[config.mk]
export PLATFORM = sky130hd
export DESIGN_NAME = bus_request_arbiter
export DESIGN_NICKNAME = d
export VERILOG_FILES = /design/src/rtl/bus_request_arbiter.sv
export SDC_FILE = /design/constraint.sdc
export NUM_CORES = 1
export LEC_CHECK = 0
export ABC_CLOCK_PERIOD_IN_PS = 2600
export CORE_AREA = 3 3 422 424
export DETAILED_ROUTE_END_ITERATION = 10
export DIE_AREA = 0 0 425 427
export PLACE_DENSITY_LB_ADDON = 0.05
export RECOVER_POWER = 100
export SLEW_MARGIN = 20
export SYNTH_ARGS = -nofsm -noshare
export SYNTH_HDL_FRONTEND = slang
export SYNTH_SLANG_ARGS = --single-unit
[constraint.sdc]
create_clock -name clk -period 2.6 [get_ports clk]
set_input_delay 0.39 -clock clk [delete_from_list [all_inputs] [get_ports clk]]
set_output_delay 0.39 -clock clk [all_outputs]
set_load 0.005 [all_outputs]
[src/rtl/bus_request_arbiter.sv]
// Round-robin arbiter that grants one of NUM_REQUESTERS L2 ports the shared L3/memory bus.
// Optional watchdog: define ARB_TIMEOUT_EN to abort a WAIT after TIMEOUT_CYCLES cycles.
module bus_request_arbiter #(
  parameter int unsigned NUM_REQUESTERS = 4,
  parameter int unsigned ADDRESS_WIDTH  = 32,
  parameter int unsigned DATA_WIDTH     = 128,
  parameter int unsigned TIMEOUT_CYCLES = 64
) (
  input  logic                                 clk,
  input  logic                                 reset,
  input  logic [NUM_REQUESTERS-1:0]            req_read,
  input  logic [NUM_REQUESTERS-1:0]            req_write,
  input  logic [NUM_REQUESTERS*ADDRESS_WIDTH-1:0] req_address,
  input  logic [NUM_REQUESTERS*DATA_WIDTH-1:0] req_write_data,
  output logic [NUM_REQUESTERS-1:0]            grant,
  output logic [NUM_REQUESTERS-1:0]            done,
  output logic [DATA_WIDTH-1:0]                rsp_read_data,
  output logic                                 bus_read_request,
  output logic                                 bus_write_request,
  output logic [ADDRESS_WIDTH-1:0]             bus_address,
  output logic [DATA_WIDTH-1:0]                bus_write_data,
  input  logic [DATA_WIDTH-1:0]                bus_read_data,
  input  logic                                 bus_ready,
  output logic                                 timeout_error
);
  localparam int unsigned IDX_W = (NUM_REQUESTERS > 1) ? $clog2(NUM_REQUESTERS) : 1;

  typedef enum logic [1:0] {IDLE, ISSUE, WAIT, DONE} state_t;

  state_t                    state, state_next;
  logic [IDX_W-1:0]          last_grant, last_grant_next;
  logic [NUM_REQUESTERS-1:0] grant_next, done_next;
  logic                      bus_read_request_next, bus_write_request_next;
  logic [ADDRESS_WIDTH-1:0]  bus_address_next;
  logic [DATA_WIDTH-1:0]     bus_write_data_next, rsp_read_data_next;

  logic [NUM_REQUESTERS-1:0] req_any, sel_onehot;
  logic                      sel_valid, sel_write;
  logic [IDX_W-1:0]          sel_idx, cand, grant_idx;
  logic [ADDRESS_WIDTH-1:0]  sel_address;
  logic [DATA_WIDTH-1:0]     sel_write_data;

  // The timeout limit only shapes the watchdog; a zero limit is not a usable setting.
  if (TIMEOUT_CYCLES == 0) begin : g_timeout_limit_zero
  end

`ifdef ARB_TIMEOUT_EN
  localparam int unsigned CNT_W = $clog2(TIMEOUT_CYCLES + 1);
  logic [CNT_W-1:0] wait_cnt, wait_cnt_next;
  logic             timeout_next;
`endif

  assign req_any = req_read | req_write;

  // Round-robin search starting one past the last granted port.
  always_comb begin
    sel_valid = 1'b0;
    sel_idx   = '0;
    cand      = '0;
    for (int k = 1; k <= int'(NUM_REQUESTERS); k++) begin
      cand = IDX_W'((int'(last_grant) + k) % int'(NUM_REQUESTERS));
      if (!sel_valid && req_any[cand]) begin
        sel_valid = 1'b1;
        sel_idx   = cand;
      end
    end
  end

  // Winner payload mux and index of the current owner.
  always_comb begin
    sel_onehot     = '0;
    sel_address    = '0;
    sel_write_data = '0;
    sel_write      = 1'b0;
    grant_idx      = '0;
    for (int i = 0; i < int'(NUM_REQUESTERS); i++) begin
      if (sel_idx == IDX_W'(i)) begin
        sel_onehot[i]  = 1'b1;
        sel_address    = req_address[i*ADDRESS_WIDTH +: ADDRESS_WIDTH];
        sel_write_data = req_write_data[i*DATA_WIDTH +: DATA_WIDTH];
        sel_write      = req_write[i];
      end
      if (grant[i]) grant_idx = IDX_W'(i);
    end
  end

  always_comb begin
    state_next             = state;
    last_grant_next        = last_grant;
    grant_next             = grant;
    done_next              = '0;
    bus_read_request_next  = 1'b0;
    bus_write_request_next = 1'b0;
    bus_address_next       = bus_address;
    bus_write_data_next    = bus_write_data;
    rsp_read_data_next     = rsp_read_data;
`ifdef ARB_TIMEOUT_EN
    wait_cnt_next          = wait_cnt;
    timeout_next           = 1'b0;
`endif
    case (state)
      IDLE: begin
        if (sel_valid) begin
          state_next             = ISSUE;
          grant_next             = sel_onehot;
          bus_address_next       = sel_address;
          bus_write_data_next    = sel_write_data;
          bus_write_request_next = sel_write;
          bus_read_request_next  = !sel_write;
        end
      end
      ISSUE: begin
        state_next = WAIT;
`ifdef ARB_TIMEOUT_EN
        wait_cnt_next = '0;
`endif
      end
      WAIT: begin
        if (bus_ready) begin
          state_next         = DONE;
          rsp_read_data_next = bus_read_data;
          done_next          = grant;
        end
`ifdef ARB_TIMEOUT_EN
        else if (wait_cnt == CNT_W'(TIMEOUT_CYCLES - 1)) begin
          state_next         = DONE;
          rsp_read_data_next = '0;
          done_next          = grant;
          timeout_next       = 1'b1;
        end else begin
          wait_cnt_next = wait_cnt + CNT_W'(1);
        end
`endif
      end
      DONE: begin
        state_next      = IDLE;
        last_grant_next = grant_idx;
        grant_next      = '0;
      end
      default: state_next = IDLE;
    endcase
  end

  always_ff @(posedge clk) begin
    if (!reset) begin
      state             <= IDLE;
      last_grant        <= IDX_W'(NUM_REQUESTERS - 1);
      grant             <= '0;
      done              <= '0;
      bus_read_request  <= 1'b0;
      bus_write_request <= 1'b0;
      bus_address       <= '0;
      bus_write_data    <= '0;
      rsp_read_data     <= '0;
    end else begin
      state             <= state_next;
      last_grant        <= last_grant_next;
      grant             <= grant_next;
      done              <= done_next;
      bus_read_request  <= bus_read_request_next;
      bus_write_request <= bus_write_request_next;
      bus_address       <= bus_address_next;
      bus_write_data    <= bus_write_data_next;
      rsp_read_data     <= rsp_read_data_next;
    end
  end

`ifdef ARB_TIMEOUT_EN
  always_ff @(posedge clk) begin
    if (!reset) begin
      wait_cnt      <= '0;
      timeout_error <= 1'b0;
    end else begin
      wait_cnt      <= wait_cnt_next;
      timeout_error <= timeout_next;
    end
  end
`else
  assign timeout_error = 1'b0;
`endif

endmodule

==> summary.md <==
| Metric | Value |
|---|---|
| Area delta synth->final | 110% |
| Number of pins with negative max-slew slack in the final report | 0 |
| Family of cells with the greatest summed delay on the critical path | compound AO/OA/AOI/OAI gates |
| Slew @ Worst Pin | about 1.1 ns |
| Clock tree root driver cell | clkbuf_16 |
| Kind of launch point of the worst setup path | primary input |
| Crit-path slowest cell | a221oi_1 |
| Die Outline Area | 181,000 sq um |
| Placement Setup Slack | -0.386 ns |
| Width of the die | approximately 430 um |
| Share of the clock period used by the worst path | about nine tenths |
| Required @ worst endpoint | approximately 3.1 ns |
| Global-route usage over all layers | about 14% |
| Post-synthesis share of cell area spent on xor and xnor gates | 0% |
| Arrival @ worst endpoint | ~2.9 ns |
| Unrepaired setup endpoints after global routing | false |
| GRT overflow | 0 |
| Antenna-violating nets left | 0 |
| Worst slew margin relative to its limit | 25.9% |
| Final total negative setup slack | 0 ns |
| Multiplexer area fraction after synthesis | less than 1% |
| Number of CTS-inserted buffers | 51 |
| Ys async rst share | 0% |
| Critical path endpoint category | register |
| Yosys reg bits | approximately 300 |
| Worst-case vdd ir drop | between 0.0004 and 0.0005 V |
| First-pass GRT wire length | 181,000 um |
| CTS tree | yes |
| Delay of the slowest cell on the worst path | 0.61 ns |
| Worst Path Class, Setup | in2reg |
| CTS H-tree lvls | 2 |
| Fraction of layout cells with a size suffix above 1 | ~9.0% |
| Die Height | between 400 and 500 um |
| Pwr dens | roughly 790 nW/um^2 |
| Drt initial violations | 1,081 |
| Leading cell type in the layout, fill and taps excluded | clkdlybuf4s50_1 |
| Number of vias per cell | 3.64 |
| Static Leakage | approximately 12 nW |
| Critical path, cell by cell | dlygate4sd3_1 > clkbuf_1 > o41a_1 > clkbuf_4 > a221oi_1 > a22o_1 > mux2i_1 > and2_0 |
| Mean post-synth cell area | slightly below 8 sq um |
| Clock sink count | between 300 and 400 |
| Port-buffer cells | roughly 1,100 |
| Net count of the mapped netlist | roughly 2,700 |
| Count of flip-flops with a built-in enable after synthesis | 0 |
| Min setup slack post-route | 0.244 ns |
| Post-Syn Area | roughly 15,000 sq um |
| Share of the synthesized area in compound gates (AO/OA/AOI/OAI) | 38.3% |
| Detailed-route DRC error count | 0 |
| Maximum achievable frequency | between 0.4 and 0.5 GHz |
| Simple-Gate Fraction of Synth Area | between 10% and 20% |
| Setup repair bufs after CTS | 0 |
| Final weighted congestion in routability-driven placement | roughly 0.84 |
| Outcome | completed |
| Commonest cells after routing, fill and taps aside | clkdlybuf4s50_1, nand2_1, dfxtp_1 |
| Warnings from Yosys | 0 |
| Share of synthesized cell area in full adder, half adder and majority cells | 0.247% |
| Top_reg_cell synth | dfxtp_1 |
| Number of instances in the synthesized netlist | a little under 2,000 |
| Total number of vias | between 15,000 and 20,000 |
| Initial antenna violation count | slightly below 60 |
| Nets@finish | roughly 3,800 |
| Total chip power | between 20 and 30 mW |
| Number of max-capacitance violations reported | 0 |
| Clk pin slew, worst setup/hold paths | approximately 0.06 ns |
| Number of core rows | 153 |
| Unique cell type count in the Yosys netlist | 53 |
| Sequential cell area fraction in the yosys report | 39.7% |
| Clock latency at the later pin of the worst-skew pair | approximately 0.65 ns |
| Number of global-route vias before repair | 21,200 |
| Setup skew after layout | 0.0342 ns |
| Worst Hold Slack | ~0.29 ns |
| Top-level I/O count | between 1,000 and 1,500 |
| Hold bufs inserted after CTS | 0 |
| Average routed wire per standard cell | ~25 um |
| Combined buffer and inverter count along the critical path | 3 |
| Main combinational cell family by area after synthesis | compound AO/OA/AOI/OAI gates |
| Setup-failing EPs final | 0 |
| Number of failing hold endpoints at the final stage | 0 |
| Resized cells post-CTS | 0 |
| Maximum clock path buffer count | 3 |
| Routed WL | 135,000 um |
| Half-perimeter wire length of the detailed placement result | 107,000 um |
| Peak fanout along the critical path | 6 |
| Class of the worst hold path | in2reg |
| CORE AREA | ~170,000 sq um |
| Effective utilization at floorplan | 8.73% |
| Number of iterations in the first detailed-routing pass | 7 |
| Largest net degree at the start of global routing | 66 |
| Min cycle time layout | ~2.4 ns |
[layout make-up]
type / count / area, sq um
Fill cell: 19600 / 142000
Timing Repair Buffer: 1259 / 12700
Multi-Input combinational cell: 1428 / 8360
Sequential cell: 302 / 6050
Tap cell: 2325 / 2910
Clock buffer: 75 / 1520
Clock inverter: 19 / 334
Antenna cell: 30 / 75.1
Inverter: 5 / 18.8
[per-stage QoR]
stage	cell area, sq um	cells	util, %
global placement	30100	5319	17.3
CTS	32000	5413	18.3
finish	31900	5443	18.3
global route	31900	5437	18.3
detailed placement	30100	5319	17.3
floorplan	15200	1923	-
[worst paths after layout]
path | start | end | slack, ns | depth (start not counted)
hold / removal | bus_read_data[13] | rsp_read_data[13] | 0.29 | 3
setup reg to reg | last_grant[1] | bus_write_data[38] | 0.26 | 7
setup / recovery | req_write[1] | bus_read_request | 0.24 | 8
hold reg to reg | bus_write_data[81] | bus_write_data[81] | 0.45 | 2
[where the power goes]
part | leakage [nW] | total (mW) | switching, mW | internal (mW)
combinational | 8.16 | 10.8 | 5.50 | 5.30
clock | 0.907 | 7.72 | 2.98 | 4.74
sequential | 2.47 | 6.67 | 0.746 | 5.92
total | 11.5 | 25.2 | 9.23 | 16.0
[routing by layer]
metal	up-vias	global-route usage, %	share of wire [%]
li1	9281	-	-
met1	9555	15.3	38
met2	783	25.0	51
met3	154	5.21	8.5
met4	36	4.84	2.4
met5	-	0	0.17
[logic make-up (layout without fill, tap and decap cells)]
group                    Yosys count  after routing
AO/OA/AOI/OAI                    799            799
adder cells (fa/ha/maj)            3              3
buffers and inverters            193           1358
flip-flops                       302            302
multiplexers                       1              1
other                              1             31
AND/OR/NAND/NOR                  624            624
[worst min-delay path: stages]
cell	delay (ns)
clkdlybuf4s50_1	0.39
nand2_1	0.05
a21boi_0	0.06
[cells in the mapped netlist (all sizes together), types with 2 or more instances]
cell type	n	area, sq um
a21boi	130	976
ha	3	37.5
nor2b	5	31.3
buf	72	395
dfxtp	302	6050
nor3	3	20.0
nor2	171	642
and3	4	25.0
clkbuf	116	435
o21a	159	1190
a21oi	167	840
and2	3	18.8
inv	5	18.8
nor4	3	33.8
nand2	424	1590
or3	2	12.5
o21ai	5	28.8
o31ai	161	1220
nand3	2	10.0
or2	3	18.8
o221ai	160	1400
a32oi	2	17.5
[sequential cells by signal, summed over array words and instances (netlist names)]
signal             cells
grant                  4
bus_write_request      1
bus_write_data       128
done                   4
bus_address           32
state                  2
rsp_read_data        128
bus_read_request       1
last_grant             2
(Power assumes the default switching activity.)
